[src/rtl/riscv_v_alu_wb_buffer.sv]
// Writeback buffer between the vector ALU result bus and the VRF write arbiter.
// Beats are queued in a small FIFO and written to the VRF under a request/grant
// handshake. The buffer reports per-instruction completion with a written-beat
// count and flags a sticky error if the destination register changes
// mid-instruction.
module riscv_v_alu_wb_buffer #(
    parameter int unsigned DATA_WIDTH     = 128,
    parameter int unsigned BE_WIDTH       = DATA_WIDTH / 8,
    parameter int unsigned VD_WIDTH       = 5,
    parameter int unsigned DEPTH          = 4,
    parameter int unsigned BEAT_CNT_WIDTH = 8
) (
    input  logic                      clk,
    input  logic                      rst,
    input  logic                      in_valid,
    output logic                      in_ready,
    input  logic [DATA_WIDTH-1:0]     in_data,
    input  logic [BE_WIDTH-1:0]       in_byte_valid,
    input  logic [VD_WIDTH-1:0]       in_vd,
    input  logic                      in_last,
    input  logic                      flush,
    output logic                      vrf_we,
    input  logic                      vrf_gnt,
    output logic [VD_WIDTH-1:0]       vrf_addr,
    output logic [DATA_WIDTH-1:0]     vrf_wdata,
    output logic [BE_WIDTH-1:0]       vrf_be,
    output logic                      done,
    output logic [BEAT_CNT_WIDTH-1:0] done_beats,
    output logic                      err
);

    localparam int unsigned PtrW = $clog2(DEPTH);
    localparam int unsigned OccW = PtrW + 1;

    typedef struct packed {
        logic [DATA_WIDTH-1:0] data;
        logic [BE_WIDTH-1:0]   be;
        logic [VD_WIDTH-1:0]   vd;
        logic                  last;
        logic                  marker;
    } entry_t;

    entry_t                    mem_q [DEPTH];
    entry_t                    mem_d [DEPTH];
    logic [PtrW-1:0]           wr_ptr_q, wr_ptr_d;
    logic [PtrW-1:0]           rd_ptr_q, rd_ptr_d;
    logic [OccW-1:0]           occ_q, occ_d;
    logic [BEAT_CNT_WIDTH-1:0] cnt_q, cnt_d;
    logic                      done_q, done_d;
    logic [BEAT_CNT_WIDTH-1:0] done_beats_q, done_beats_d;
    logic                      trk_active_q, trk_active_d;
    logic [VD_WIDTH-1:0]       trk_vd_q, trk_vd_d;
    logic                      err_q, err_d;

    logic                      full;
    logic                      empty;
    logic                      accept;
    logic                      push;
    logic                      pop;
    entry_t                    head;
    entry_t                    in_entry;
    logic [BEAT_CNT_WIDTH-1:0] cnt_inc;

    // Handshake, head decode and VRF request; outputs are gated to zero when idle.
    always_comb begin
        full     = (occ_q == OccW'(DEPTH));
        empty    = (occ_q == '0);
        in_ready = !full && !rst;
        // A zero-enable beat completes the handshake; only a last one is kept as a marker.
        accept   = in_valid && in_ready && !flush;
        push     = accept && ((in_byte_valid != '0) || in_last);
        in_entry = '{data: in_data, be: in_byte_valid, vd: in_vd, last: in_last,
                     marker: (in_byte_valid == '0)};
        head     = mem_q[rd_ptr_q];
        vrf_we   = !empty && !head.marker;
        // Markers drain on their own; real beats wait for the grant.
        pop      = !empty && (head.marker || vrf_gnt);
        vrf_addr  = vrf_we ? head.vd   : '0;
        vrf_wdata = vrf_we ? head.data : '0;
        vrf_be    = vrf_we ? head.be   : '0;
    end

    // FIFO storage write.
    always_comb begin
        mem_d = mem_q;
        if (push) begin
            mem_d[wr_ptr_q] = in_entry;
        end
    end

    // Pointers, occupancy, beat counter, completion and vd tracking.
    always_comb begin
        wr_ptr_d     = wr_ptr_q;
        rd_ptr_d     = rd_ptr_q;
        occ_d        = occ_q;
        cnt_d        = cnt_q;
        done_d       = 1'b0;
        done_beats_d = '0;
        trk_active_d = trk_active_q;
        trk_vd_d     = trk_vd_q;
        err_d        = err_q;
        cnt_inc      = cnt_q;

        if (push) begin
            wr_ptr_d = wr_ptr_q + PtrW'(1);
        end
        if (pop) begin
            rd_ptr_d = rd_ptr_q + PtrW'(1);
        end
        if (push && !pop) begin
            occ_d = occ_q + OccW'(1);
        end else if (!push && pop) begin
            occ_d = occ_q - OccW'(1);
        end

        // Saturating count of beats actually written.
        if (pop && !head.marker && (cnt_q != '1)) begin
            cnt_inc = cnt_q + BEAT_CNT_WIDTH'(1);
        end
        cnt_d = cnt_inc;
        if (pop && head.last) begin
            done_d       = 1'b1;
            done_beats_d = cnt_inc;
            cnt_d        = '0;
        end

        // The first accepted beat of an instruction fixes its destination register.
        if (accept) begin
            if (trk_active_q && (in_vd != trk_vd_q)) begin
                err_d = 1'b1;
            end
            if (!trk_active_q) begin
                trk_vd_d = in_vd;
            end
            trk_active_d = !in_last;
        end

        if (flush) begin
            wr_ptr_d     = '0;
            rd_ptr_d     = '0;
            occ_d        = '0;
            cnt_d        = '0;
            done_d       = 1'b0;
            done_beats_d = '0;
            trk_active_d = 1'b0;
            trk_vd_d     = '0;
        end
    end

    // Control state with synchronous reset.
    always_ff @(posedge clk) begin
        if (rst) begin
            wr_ptr_q     <= '0;
            rd_ptr_q     <= '0;
            occ_q        <= '0;
            cnt_q        <= '0;
            done_q       <= 1'b0;
            done_beats_q <= '0;
            trk_active_q <= 1'b0;
            trk_vd_q     <= '0;
            err_q        <= 1'b0;
        end else begin
            wr_ptr_q     <= wr_ptr_d;
            rd_ptr_q     <= rd_ptr_d;
            occ_q        <= occ_d;
            cnt_q        <= cnt_d;
            done_q       <= done_d;
            done_beats_q <= done_beats_d;
            trk_active_q <= trk_active_d;
            trk_vd_q     <= trk_vd_d;
            err_q        <= err_d;
        end
    end

    // Entry payload needs no reset; occupancy decides what is valid.
    always_ff @(posedge clk) begin
        mem_q <= mem_d;
    end

    assign done       = done_q;
    assign done_beats = done_beats_q;
    assign err        = err_q;

endmodule

[config.mk]
export PLATFORM = sky130hd
export DESIGN_NAME = riscv_v_alu_wb_buffer
export DESIGN_NICKNAME = d
export VERILOG_FILES = /design/src/rtl/riscv_v_alu_wb_buffer.sv
export SDC_FILE = /design/constraint.sdc
export NUM_CORES = 1
export LEC_CHECK = 0
export BUFFER_PORTS_ARGS = -buffer_cell sky130_fd_sc_hd__buf_2
export CAP_MARGIN = 40
export CORE_UTILIZATION = 30
export DETAILED_ROUTE_END_ITERATION = 10
export PLACE_DENSITY_LB_ADDON = 0.05
export SKIP_CTS_REPAIR_TIMING = 1
export SYNTH_ARGS = -nofsm -noshare
export SYNTH_HDL_FRONTEND = slang
export SYNTH_SLANG_ARGS = --single-unit
[constraint.sdc]
create_clock -name clk -period 7.36 [get_ports clk]
set_input_delay 1.472 -clock clk [delete_from_list [all_inputs] [get_ports clk]]
set_output_delay 1.472 -clock clk [all_outputs]
set_load 0.02 [all_outputs]
==> metrics <==
DRT antenna net count 0; highest clock rate 201 MHz; HP Class reg -> reg; yosys warns 0; Max Cap Viol 0; port bufs 315; flop-to-flop setup slack 4.14 ns; HPWL after DPL 33700 um; die width 285 um; starting density of the core 0.304; first-pass GRT wire length 84800 um; status complete, no violations; Bufs on Longest Clock Path 3; final net count 1634; crit end category output port; most used cell, CP buf_4; crit start category flop; layout cells sized above 1 0.394; worst relative slew slack 0.389; initial antenna violation count 21; wire length reported by the detailed router 57100 um; Syn Nets 1275; largest net degree at the start of global routing 123; FF/Latch Area 0.0188 mm^2; slowest library cell on the worst path dfxtp_4; Avg Cell Area, Syn 21.6 um^2; CP max stage delay 0.72 ns; xor/xnor share of the synthesized area 0.00327; Worst Path Arrival 3.50 ns; DR iter-0 viols 529; Compound-Gate Fraction of Synth Area 0.00997; Post-Synth Adder-Cell Area 0.00395; design area 0.0295 mm^2; clk_lat worst skew 0.61 ns; die height 285 um; vias in the first global route 12900; Worst-path clk slew 0.05 ns; Synth-to-Final Area Change 22.4%; gr usage total 0.141; Multi-input gate area 0.00512 mm^2; post-synthesis cell area 0.0241 mm^2; Setup TNS 0 ns; routed length per instance 22.2 um; Post-synth top flop edfxtp_1; dpl cell area 0.0271 mm^2; CTS tree built; P_leak 9.97 nW; crit-path cells buf_4 > buf_4 > mux4_2 > and2_1 > buf_2; Simple-Gate Fraction of Synth Area 0.0521; Rows 103; Data required, critical path 5.89 ns; crit path max fanout 32; TritonCTS Sinks 635; Vias/cell 4.56; flops & latches, synth 635; post-synthesis mux area share 0.142; gr ovfl total 0; PD cells 275 mW/mm^2; cells after synthesis 1113; Worst-Margin Slew 0.917 ns; largest family of logic cells by synthesized area multiplexers; post-synthesis sequential area ratio 0.779; IO Pins 316; critical path class reg -> out; crit-path leading delay family buffers and inverters; FILL cells 7384; core area 0.0793 mm^2; Die ar. 0.0815 mm^2; Final Hold Violating Endpoints 0; RSZ-0062 raised after global routing false; final period utilization 0.675; DR pass1 iterations 5; DR vias 11700; peak supply drop 174 uV; min Tclk post-route 4.97 ns; final-report setup violation count 0; drc violations 0; CTS Root Cell clkbuf_16; Num CTS Buffers 75; number of synthesized flops with an enable pin 604; GP Congestion 0.683; Setup Skew 0.0218 ns; CP bufs+invs 3; H-tree Lvls 3; post-synthesis async set-or-reset flop share 0; Netlist cell types 41; Final Max Tran Viols 0
-- report_power, final --
| part | internal, mW | leakage, nW | switching, mW | total [mW] |
|---|---|---|---|---|
| sequential | 4.01 | 5.71 | 0.0220 | 4.03 |
| combinational | 0.226 | 3.10 | 0.305 | 0.531 |
| clock | 2.13 | 1.16 | 1.43 | 3.56 |
| total | 6.37 | 9.97 | 1.75 | 8.12 |
-- kinds of logic after synthesis --
kind of cell,after synthesis
buffers and inverters,60
AO/OA/AOI/OAI,40
multiplexers,154
AND/OR/NAND/NOR,208
XOR/XNOR,9
flip-flops,635
adder cells (fa/ha/maj),7
-- metrics by stage --
stage           util  total power [mW]  hold slack (ns)  instances  worst slack, ns
3_3_place_gp   0.340              4.65            0.430       2439             2.78
6_report       0.372              8.12            0.459       2576             2.39
3_5_place_dp   0.342              4.66            0.451       2445             2.81
4_1_cts        0.372              8.28            0.461       2574             2.15
5_1_grt        0.372              8.43            0.495       2575             2.04
2_1_floorplan      -              4.43            0.448       1113            0.844
-- synthesized netlist by cell type, types with 4 or more instances --
library cell / n / area [um^2]
dfxtp_1: 31 / 621
clkbuf_1: 36 / 135
nor2_1: 10 / 37.5
nand2_1: 16 / 60.1
mux4_2: 151 / 3400
xor2_1: 6 / 52.6
edfxtp_1: 604 / 18100
o21ai_0: 10 / 50.1
a21oi_1: 17 / 85.1
nor4_1: 4 / 25.0
or3_1: 4 / 25.0
ha_1: 6 / 75.1
inv_1: 7 / 26.3
nand3_1: 4 / 20.0
and2_1: 154 / 963
buf_1: 14 / 52.6
-- placed cells by master, fill, tap and decap left out, types with 13 or more instances in the layout --
cell type,n
and2_1,150
nand2_1,16
clkbuf_1,21
mux4_2,151
clkbuf_16,78
edfxtp_1,604
a21oi_1,17
buf_2,315
dfxtp_1,29
clkinv_2,13
-- worst register-to-register path, delay by kind of cell, from the launching register on --
family	cells	cell delay (ns)
adder cells (fa/ha/maj)	2	0.65
XOR/XNOR	1	0.16
multiplexers	1	0.71
buffers and inverters	1	0.06
AND/OR/NAND/NOR	1	0.30
AO/OA/AOI/OAI	2	0.55
flip-flops	1	0.72
-- cell type report --
cell class	instances	area share
clock buffers	101	0.0698
multi-input cells	418	0.174
clock inverters	28	0.0102
flip-flops and latches	635	0.636
diodes	2	0.000170
well taps	1050	0.0446
repair buffers	335	0.0645
inverters	7	0.000891
-- registers in the layout (all words and copies together), names as in the netlist --
| name | count |
|---|---|
| trk_vd_q | 5 |
| done_beats | 8 |
| trk_active_q | 1 |
| err | 1 |
| rd_ptr_q | 2 |
| wr_ptr_q | 2 |
| occ_q | 3 |
| done | 1 |
| cnt_q | 8 |
| mem_q | 604 |
-- path summary, 6_finish.rpt --
check,from,endpoint,depth (start not counted)
max,rd_ptr_q[0]$_SDFFE_PP0P_,vrf_wdata[33],5
min,err$_SDFFE_PP0P_,err$_SDFFE_PP0P_,2
max reg2reg,rd_ptr_q[0]$_SDFFE_PP0P_,occ_q[2]$_SDFFE_PP0P_,8
min reg2reg,err$_SDFFE_PP0P_,err$_SDFFE_PP0P_,2
-- routing by layer --
layer	wire [um]	track usage
met5	185	0
met4	1310	0.0449
met3	3800	0.0474
met2	27700	0.228
met1	24100	0.177
Note: power is estimated with default switching activity, not from simulation.
